`src/rtl/call_ret_stack_unit_pkg.sv`:
```
// Shared types and constants for the call/return stack unit.
// The SP register index tells the writeback path which architectural register the sp_we pulse updates.
package call_ret_stack_unit_pkg;

    typedef enum logic [1:0] {
        IDLE  = 2'd0,
        PUSH  = 2'd1,
        POP   = 2'd2,
        RDONE = 2'd3
    } stack_state_t;

    localparam logic [3:0]  SP_REG_IDX   = 4'b1111;
    localparam logic [15:0] SP_RESET_DEF = 16'hFFFF;
    localparam logic [15:0] SP_LIMIT_DEF = 16'hFF00;

    // SP always names the next free slot, so the top of stack sits one above it
    function automatic logic [15:0] pop_addr(input logic [15:0] sp);
        return sp + 16'd1;
    endfunction

endpackage

```
`src/rtl/call_ret_stack_unit_if.sv`:
```
// EX call/ret request, stack memory port and SP/return-PC writeback, bundled.
// The slave modport is the stack unit; the master modport is its environment.
interface call_ret_stack_unit_if;
    logic        call_in;
    logic        ret_in;
    logic [15:0] push_pc;
    logic        mem_req;
    logic        mem_we;
    logic [15:0] mem_addr;
    logic [15:0] mem_wdata;
    logic        mem_ack;
    logic [15:0] mem_rdata;
    logic        ret_wb;
    logic [15:0] PC_stack_pointer;
    logic        sp_we;
    logic [15:0] sp_out;
    logic        stall_out;
    logic        stack_err;

    modport slave (
        input  call_in, ret_in, push_pc, mem_ack, mem_rdata,
        output mem_req, mem_we, mem_addr, mem_wdata, ret_wb,
               PC_stack_pointer, sp_we, sp_out, stall_out, stack_err
    );

    modport master (
        output call_in, ret_in, push_pc, mem_ack, mem_rdata,
        input  mem_req, mem_we, mem_addr, mem_wdata, ret_wb,
               PC_stack_pointer, sp_we, sp_out, stall_out, stack_err
    );
endinterface

```
`src/rtl/call_ret_stack_unit_stack_ptr_reg.sv`:
```
// Stack pointer register with increment/decrement and empty/limit compares.
// Single-cycle update; inc takes priority if both enables are ever raised.
module call_ret_stack_unit_stack_ptr_reg
    import call_ret_stack_unit_pkg::*;
#(
    parameter logic [15:0] SP_RESET = SP_RESET_DEF,
    parameter logic [15:0] SP_LIMIT = SP_LIMIT_DEF
) (
    input  logic        clk,
    input  logic        rst,
    input  logic        inc,
    input  logic        dec,
    output logic [15:0] sp,
    output logic        at_empty,
    output logic        at_limit
);

    always_ff @(posedge clk) begin
        if (rst) begin
            sp <= SP_RESET;
        end else if (inc) begin
            sp <= sp + 16'd1;
        end else if (dec) begin
            sp <= sp - 16'd1;
        end
    end

    assign at_empty = (sp == SP_RESET);
    // at_limit means the next push would land below the lowest legal address
    assign at_limit = (sp < SP_LIMIT);

endmodule

```
`src/rtl/call_ret_stack_unit.sv`:
```
// Call/return responder: pushes return PCs to, and pops them from, the memory stack; owns the SP shadow.
// Call completes 1 cycle after ack, ret_wb 1 cycle after ack; stall_out high whenever the FSM is busy.
module call_ret_stack_unit
    import call_ret_stack_unit_pkg::*;
#(
    parameter logic [15:0] SP_RESET = SP_RESET_DEF,
    parameter logic [15:0] SP_LIMIT = SP_LIMIT_DEF
) (
    input  logic                  clk,
    input  logic                  rst,
    call_ret_stack_unit_if.slave  bus
);

    stack_state_t state, state_nxt;
    logic [15:0]  pc_lat;
    logic [15:0]  pc_ret;
    logic         err;
    logic         sp_we_q;

    logic         sp_inc, sp_dec;
    logic         latch_pc, cap_rd, clr_ret, set_err, push_done;
    logic [15:0]  sp;
    logic         at_empty, at_limit;

    call_ret_stack_unit_stack_ptr_reg #(
        .SP_RESET (SP_RESET),
        .SP_LIMIT (SP_LIMIT)
    ) u_sp (
        .clk      (clk),
        .rst      (rst),
        .inc      (sp_inc),
        .dec      (sp_dec),
        .sp       (sp),
        .at_empty (at_empty),
        .at_limit (at_limit)
    );

    always_comb begin
        state_nxt = state;
        sp_inc    = 1'b0;
        sp_dec    = 1'b0;
        latch_pc  = 1'b0;
        cap_rd    = 1'b0;
        clr_ret   = 1'b0;
        set_err   = 1'b0;
        push_done = 1'b0;
        case (state)
            IDLE: begin
                if (bus.call_in) begin
                    // a simultaneous ret is dropped and flagged; the call still proceeds
                    if (bus.ret_in) set_err = 1'b1;
                    if (at_limit) begin
                        set_err = 1'b1;
                    end else begin
                        latch_pc  = 1'b1;
                        state_nxt = PUSH;
                    end
                end else if (bus.ret_in) begin
                    if (at_empty) begin
                        // empty stack: still answer with PC 0 so EX does not hang
                        set_err   = 1'b1;
                        clr_ret   = 1'b1;
                        state_nxt = RDONE;
                    end else begin
                        state_nxt = POP;
                    end
                end
            end
            PUSH: begin
                if (bus.mem_ack) begin
                    sp_dec    = 1'b1;
                    push_done = 1'b1;
                    state_nxt = IDLE;
                end
            end
            POP: begin
                if (bus.mem_ack) begin
                    sp_inc    = 1'b1;
                    cap_rd    = 1'b1;
                    state_nxt = RDONE;
                end
            end
            RDONE:   state_nxt = IDLE;
            default: state_nxt = IDLE;
        endcase
    end

    always_ff @(posedge clk) begin
        if (rst) begin
            state   <= IDLE;
            pc_lat  <= 16'h0000;
            pc_ret  <= 16'h0000;
            err     <= 1'b0;
            sp_we_q <= 1'b0;
        end else begin
            state   <= state_nxt;
            sp_we_q <= push_done;
            if (latch_pc) pc_lat <= bus.push_pc;
            if (cap_rd) begin
                pc_ret <= bus.mem_rdata;
            end else if (clr_ret) begin
                pc_ret <= 16'h0000;
            end
            if (set_err) err <= 1'b1;
        end
    end

    assign bus.mem_req          = (state == PUSH) || (state == POP);
    assign bus.mem_we           = (state == PUSH);
    assign bus.mem_addr         = (state == POP) ? pop_addr(sp) : sp;
    assign bus.mem_wdata        = pc_lat;
    assign bus.ret_wb           = (state == RDONE);
    assign bus.PC_stack_pointer = pc_ret;
    assign bus.sp_we            = sp_we_q || (state == RDONE);
    assign bus.sp_out           = sp;
    assign bus.stall_out        = (state != IDLE);
    assign bus.stack_err        = err;

endmodule

```
`src/flat_wrapper.sv`:
```
// flat-port wrapper written by rule: the top's interface ports become plain ports
module call_ret_stack_unit_flat import call_ret_stack_unit_pkg::*;
#(
    parameter logic [15:0] SP_RESET = SP_RESET_DEF,
    parameter logic [15:0] SP_LIMIT = SP_LIMIT_DEF
)
  (clk, rst, bus_call_in, bus_ret_in, bus_push_pc, bus_mem_ack, bus_mem_rdata, bus_mem_req, bus_mem_we, bus_mem_addr, bus_mem_wdata, bus_ret_wb, bus_PC_stack_pointer, bus_sp_we, bus_sp_out, bus_stall_out, bus_stack_err);
  call_ret_stack_unit_if bus_i ();
  input  logic clk;
  input  logic rst;
  input wire logic [$bits(bus_i.call_in)-1:0] bus_call_in;
  input wire logic [$bits(bus_i.ret_in)-1:0] bus_ret_in;
  input wire logic [$bits(bus_i.push_pc)-1:0] bus_push_pc;
  input wire logic [$bits(bus_i.mem_ack)-1:0] bus_mem_ack;
  input wire logic [$bits(bus_i.mem_rdata)-1:0] bus_mem_rdata;
  output wire logic [$bits(bus_i.mem_req)-1:0] bus_mem_req;
  output wire logic [$bits(bus_i.mem_we)-1:0] bus_mem_we;
  output wire logic [$bits(bus_i.mem_addr)-1:0] bus_mem_addr;
  output wire logic [$bits(bus_i.mem_wdata)-1:0] bus_mem_wdata;
  output wire logic [$bits(bus_i.ret_wb)-1:0] bus_ret_wb;
  output wire logic [$bits(bus_i.PC_stack_pointer)-1:0] bus_PC_stack_pointer;
  output wire logic [$bits(bus_i.sp_we)-1:0] bus_sp_we;
  output wire logic [$bits(bus_i.sp_out)-1:0] bus_sp_out;
  output wire logic [$bits(bus_i.stall_out)-1:0] bus_stall_out;
  output wire logic [$bits(bus_i.stack_err)-1:0] bus_stack_err;
  assign bus_i.call_in = bus_call_in;
  assign bus_i.ret_in = bus_ret_in;
  assign bus_i.push_pc = bus_push_pc;
  assign bus_i.mem_ack = bus_mem_ack;
  assign bus_i.mem_rdata = bus_mem_rdata;
  assign bus_mem_req = bus_i.mem_req;
  assign bus_mem_we = bus_i.mem_we;
  assign bus_mem_addr = bus_i.mem_addr;
  assign bus_mem_wdata = bus_i.mem_wdata;
  assign bus_ret_wb = bus_i.ret_wb;
  assign bus_PC_stack_pointer = bus_i.PC_stack_pointer;
  assign bus_sp_we = bus_i.sp_we;
  assign bus_sp_out = bus_i.sp_out;
  assign bus_stall_out = bus_i.stall_out;
  assign bus_stack_err = bus_i.stack_err;
  call_ret_stack_unit #(.SP_RESET(SP_RESET), .SP_LIMIT(SP_LIMIT)) u_core (.clk(clk), .rst(rst), .bus(bus_i));
endmodule
```
`config.mk`:
```
export PLATFORM = sky130hd
export DESIGN_NAME = call_ret_stack_unit_flat
export DESIGN_NICKNAME = d
export VERILOG_FILES = /design/src/rtl/call_ret_stack_unit_pkg.sv /design/src/rtl/call_ret_stack_unit_if.sv /design/src/rtl/call_ret_stack_unit_stack_ptr_reg.sv /design/src/rtl/call_ret_stack_unit.sv /design/src/flat_wrapper.sv
export SDC_FILE = /design/constraint.sdc
export NUM_CORES = 1
export LEC_CHECK = 0
export BUFFER_PORTS_ARGS = -buffer_cell sky130_fd_sc_hd__buf_2
export CORE_ASPECT_RATIO = 1.75
export CORE_MARGIN = 8
export CORE_UTILIZATION = 35
export CTS_BUF_LIST = sky130_fd_sc_hd__clkbuf_8
export CTS_CLUSTER_DIAMETER = 60
export DETAILED_ROUTE_END_ITERATION = 16
export PLACE_DENSITY_LB_ADDON = 0.15
export SYNTH_ARGS = -nofsm -noshare
export SYNTH_HDL_FRONTEND = slang
export SYNTH_SLANG_ARGS = --single-unit
export TNS_END_PERCENT = 10
```
`constraint.sdc`:
```
create_clock -name clk -period 5.38 [get_ports clk]
set_clock_uncertainty 0.05 [all_clocks]
set_input_delay 0.538 -clock clk [delete_from_list [all_inputs] [get_ports clk]]
set_output_delay 0.538 -clock clk [all_outputs]
set_load 0.05 [all_outputs]
```
==> impl_metrics.tcl, run 1 <==
set metrics [dict create \
    p_leak_nw 1.65 \
    nets 500 \
    synthTopCellsByArea "dfxtp_1, mux2i_1, o211ai_1" \
    r2r_cells 6 \
    grt_pass1_vias 3169 \
    antenna_found_initial 0 \
    drive_gt1_share_pct 25.8 \
    grt_overflow 0 \
    root_buffer "clkbuf_8" \
    rsz0062_at_grt "no" \
    track_usage_pct 15.8 \
    synth_seq_cells 52 \
    worst-path-stages 7 \
    async_flop_share_pct 0 \
    ff2ff_setup_slack_ns 2.16 \
    die_width_um 85.8 \
    critPathSlowestCell "ha_1" \
    drtIter0Drc 233 \
    cts_setup_buffers 0 \
    crit_required_ns 4.79 \
    crit_buf_inv 3 \
    syn-cell-area_mm2 0.00298 \
    ys_warn_count 0 \
    cp_cell_sequence "inv_1 -> ha_1 -> inv_1 -> or4_1 -> nor3_1 -> xor2_1 -> buf_2" \
    min_delay_path_depth 3 \
    crit_top_cell "inv_1" \
    synth-adder-area-share_pct 2.94 \
    clock_latency_ns 0.31 \
    cts-buffers-inserted 5 \
    drc 0 \
    finalMaxSlewViolations 0 \
    synth_mux_area_share_pct 7.72 \
    post_synth_and_or_nand_nor_area_fraction_pct 25.6 \
    synth_edf_count 0 \
    start_kind "register" \
    synthXorXnorAreaFrac_pct 5.58 \
    path_delay_family "simple AND/OR/NAND/NOR gates" \
    min_period_over_period_pct 69.5 \
    htree_num_levels 2 \
    grt_max_degree 55 \
    worstMarginPinSlew_ns 1.10 \
    power_mw 2.30 \
    clk_pin_slew_ns 0.11 \
    grt_pass1_wl_um 15500 \
    synthFlopType "dfxtp_1" \
    cts_hold_buf 0 \
    power.density_mw_per_mm2 631 \
    vias_per_cell 5.41 \
    post_cts_resized 0 \
    dr.pass1.iters 5 \
    critPathMaxFanout 27 \
    hold_viol_final 0 \
    synth_top_family_by_area "simple AND/OR/NAND/NOR gates" \
    crit_type "register to output pin" \
    hold_path_end "u_core.bus.mem_wdata[14]$_SDFFE_PP0P_" \
    relSlewSlack_pct 26.3 \
    io_buffers 106 \
    layout_commonest_cell "buf_2" \
    max-clock-path-buffers 2 \
    maxCapViolations 0 \
    max_freq_mhz 267 \
    io_pins 107 \
    r2r-start "u_core.state[0]$_SDFFE_PP0P_" \
    mostFrequentLayoutCells "buf_2, dfxtp_1, nand2_1, nor2_1, a21oi_1" \
    arrival_ns 3.15 \
    vias 3097 \
    floorplan.initialDensity_pct 35.9 \
    antenna_cells 0 \
    coreArea_mm2 0.00831 \
    dp_hpwl_um 6930 \
    finalSetupTns_ns 0 \
    worstSetupEndpointType "output pin" \
    detailed_place.area_mm2 0.00353 \
    synth_compound_area_share_pct 17.2 \
    yosysSeqAreaShare_pct 34.9 \
    min-delay-start "bus_push_pc[14]" \
    place_congestion 0.907 \
    die_h_um 138 \
    fin_crit_ns 3.74 \
    slowest_delay_ns 0.77 \
    design_area_mm2 0.00365 \
    hold_class "input port to register" \
    die-area_mm2 0.0118 \
    clock-sinks 52 \
    cts_tree "built" \
    routed_wl_um 9490 \
    r2r-end "u_core.u_sp.sp[15]$_SDFFE_PP1P_" \
    core.rowCount 44 \
    outcome "completed" \
    area_growth_pct 22.3 \
    syn_inst 376 \
    final-setup-viol-count 0 \
    post_drt_wl_per_cell_um 16.6 \
    synth_fp_nets 420 \
    antenna_left 0 \
    synth.distinct_cells 47 \
    netlist.area_leader.share_pct 34.9 \
    avgSynthCellArea_um2 7.93 \
    yosys.area.top_type "dfxtp_1" \
    peakVddDrop_mv 0.318 \
]
==> layer usage <==
metal	track usage (%)	wire [um]	vias to the layer above
met5	0	0	-
met4	8.09	215	0
met3	5.82	716	14
met1	15.9	3650	1467
li1	-	-	1513
met2	27.4	4910	103
==> tightest hold or removal path, delay by kind of cell <==
kind | cells | cell delay, ns
simple gates | 1 | 0.07
mux | 1 | 0.05
buf+inv | 1 | 0.07
==> cell usage after synthesis (2+ instances only) <==
master / number
dfxtp_1: 52
nand2_1: 39
nor2_1: 38
clkbuf_1: 29
a21oi_1: 27
mux2i_1: 23
o211ai_1: 22
xnor2_1: 13
nor4_1: 11
inv_1: 10
nand3_1: 10
nor3_1: 10
nand4_1: 8
ha_1: 7
nor2b_1: 7
o21ai_0: 7
or4_1: 6
xor2_1: 6
and4_1: 4
a22oi_1: 3
and2_1: 3
buf_2: 3
nand2b_1: 3
o31ai_1: 3
or3_1: 3
a311oi_1: 2
a41oi_1: 2
and3_1: 2
buf_1: 2
nand3b_1: 2
o22ai_1: 2
or2_2: 2
==> through the flow <==
stage	hold slack, ns	worst slack, ns	utilization [%]	instances
detailed placement	0.389	2.00	42.4	564
global placement	0.381	2.07	42.4	564
global route	0.377	1.41	43.9	572
floorplan	0.433	2.05	-	376
finish	0.396	1.64	43.9	572
CTS	0.382	1.62	43.9	572
==> cell families after synthesis <==
group,Yosys count
buf+inv,45
fa+ha+maj,7
mux,23
simple gates,152
compound gates,78
flops,52
xor+xnor,19
==> worst max-delay path by stage <==
stage                                    from                to
6_report         u_core.state[0]$_SDFFE_PP0P_  bus_mem_addr[15]
5_1_grt          u_core.state[0]$_SDFFE_PP0P_  bus_mem_addr[15]
4_1_cts          u_core.state[0]$_SDFFE_PP0P_  bus_mem_addr[15]
3_5_place_dp     u_core.state[0]$_SDFFE_PP0P_  bus_mem_addr[15]
3_3_place_gp     u_core.state[0]$_SDFFE_PP0P_  bus_mem_addr[15]
2_1_floorplan  u_core.u_sp.sp[0]$_SDFFE_PP1P_  bus_mem_addr[15]
==> report_power, final <==
part	switching, mW	total [mW]	internal [mW]	leakage (nW)
Combinational	1.05	1.43	0.388	1.17
Sequential	0.106	0.574	0.468	0.424
Clock	0.149	0.293	0.144	0.0607
Total	1.30	2.30	1.00	1.65
==> cell type report <==
cell class / instances / area (um2)
multi-input cells: 279 / 1760
clock buffers: 5 / 68.8
clock inverters: 3 / 50.0
flip-flops and latches: 52 / 1040
fillers: 875 / 4670
well taps: 115 / 144
repair buffers: 108 / 546
inverters: 10 / 37.5
==> sequential cells by signal, summed over array words and instances (netlist names) <==
signal	flops
u_core.state	2
u_core.sp_we_q	1
u_core.u_sp.sp	16
u_core.bus.stack_err	1
u_core.bus.PC_stack_pointer	16
u_core.bus.mem_wdata	16
Power figures use the tool's default switching activity.
==> run 2, diff against run 1 <==
Clock period 5.38 ns to 3 ns, I/O delays scaled along.
==> impl_metrics.tcl, run 2 (same netlist as run 1, synthesis figures left out) <==
set metrics [dict create \
    antenna_cells 0 \
    fin_crit_ns 2.85 \
    crit_required_ns 2.65 \
    max-clock-path-buffers 2 \
    fillCellCount 896 \
    drtIter0Drc 208 \
    vias_per_cell 5.37 \
    mostFrequentLayoutCells "buf_2, dfxtp_1, nand2_1, nor2_1, a21oi_1" \
    floorplan.initialDensity_pct 35.9 \
    root_buffer "clkbuf_8" \
    rsz0062_at_grt "no" \
    core.rowCount 44 \
    clock-sinks 52 \
    grt_pass1_wl_um 15700 \
    vias 3135 \
    finalMaxSlewViolations 0 \
    arrival_ns 2.50 \
    min_period_over_period_pct 94.9 \
    worstMarginPinSlew_ns 0.761 \
    dr.pass1.iters 5 \
    layout_commonest_cell "buf_2" \
    io_pins 107 \
    peakVddDrop_mv 0.525 \
    start_kind "register" \
    place_congestion 0.923 \
    htree_num_levels 2 \
    routed_wl_um 9660 \
    grt_overflow 0 \
    maxCapViolations 0 \
    nets 512 \
    antenna_found_initial 0 \
    track_usage_pct 16.1 \
    crit_type "register to output pin" \
    worstSetupEndpointType "output pin" \
    p_leak_nw 1.71 \
    dp_hpwl_um 7280 \
    die_width_um 85.8 \
    design_area_mm2 0.00373 \
    coreArea_mm2 0.00831 \
    drive_gt1_share_pct 29.0 \
    die-area_mm2 0.0118 \
    grt_pass1_vias 3126 \
    hold_class "input port to register" \
    grt_max_degree 37 \
    clk_pin_slew_ns 0.11 \
    outcome "completed" \
    io_buffers 106 \
    drc 0 \
    clock_latency_ns 0.32 \
    hold_viol_final 0 \
    min_delay_path_depth 3 \
    cts_tree "built" \
    detailed_place.area_mm2 0.00362 \
    antenna_left 0 \
    critPathMaxFanout 4 \
    post_drt_wl_per_cell_um 16.5 \
    die_h_um 138 \
    max_freq_mhz 351 \
    multiInputGateArea_mm2 0.00177 \
    finalSetupTns_ns 0 \
    relSlewSlack_pct 48.8 \
    area_growth_pct 25.3 \
    cts_hold_buf 0 \
    dp.cells 576 \
    r2r_cells 6 \
    final-setup-viol-count 0 \
    power.density_mw_per_mm2 1110 \
    power_mw 4.13 \
    cts-buffers-inserted 5 \
    final_util_pct 44.9 \
    fin_cells 584 \
    regArea_mm2 0.00105 \
]
-- run 2: timing repair --
item / CTS / global route
setup buffers: 0 / 0
resized for setup: 0 / 5
setup endpoints to repair: 0 / 4
-- run 2: path summary, 6_finish.rpt --
path / from / end / slack [ns]
max reg2reg: u_core.u_sp.sp[1]$_SDFFE_PP1P_ / u_core.u_sp.sp[10]$_SDFFE_PP1P_ / 0.44
max: u_core.state[0]$_SDFFE_PP0P_ / bus_mem_addr[15] / 0.15
min: bus_push_pc[3] / u_core.bus.mem_wdata[3]$_SDFFE_PP0P_ / 0.15
min reg2reg: u_core.bus.stack_err$_SDFFE_PP0P_ / u_core.bus.stack_err$_SDFFE_PP0P_ / 0.42
-- run 2: layer usage --
layer	GRT usage, %	vias to the layer above	share of wire [%]
li1	-	1524	-
met1	17.1	1452	38
met2	27.5	137	50
met3	5.10	22	8.3
met4	7.99	0	3.6
met5	0	-	0
-- run 2: area by class of cell --
class                           instances  area share, %
Multi-Input combinational cell        279           47.4
Timing Repair Buffer                  120           17.0
Tap cell                              115           3.85
Sequential cell                        52           28.0
Clock inverter                          2          0.469
Inverter                               10           1.01
Clock buffer                            6           2.21
-- run 2: report_power, final --
group | leakage, nW | internal (mW) | switching (mW) | total, mW
Clock | 0.0522 | 0.194 | 0.265 | 0.459
Sequential | 0.422 | 0.843 | 0.160 | 1.00
Combinational | 1.23 | 0.743 | 1.92 | 2.67
-- run 2: worst max-delay path: stages (launching register included) --
cell and delay (ns):
dfxtp_1 0.34, inv_1 0.12, ha_1 0.19, inv_1 0.09, or4_1 0.67, nor3_1 0.36, xor2_2 0.14, buf_2 0.27
-- run 2: through the flow --
stage	setup slack, ns	hold WS, ns
floorplan	0.00582	0.386
global placement	0.419	0.382
detailed placement	0.367	0.403
CTS	0.00534	0.146
global route	0.00418	0.151
finish	0.153	0.151
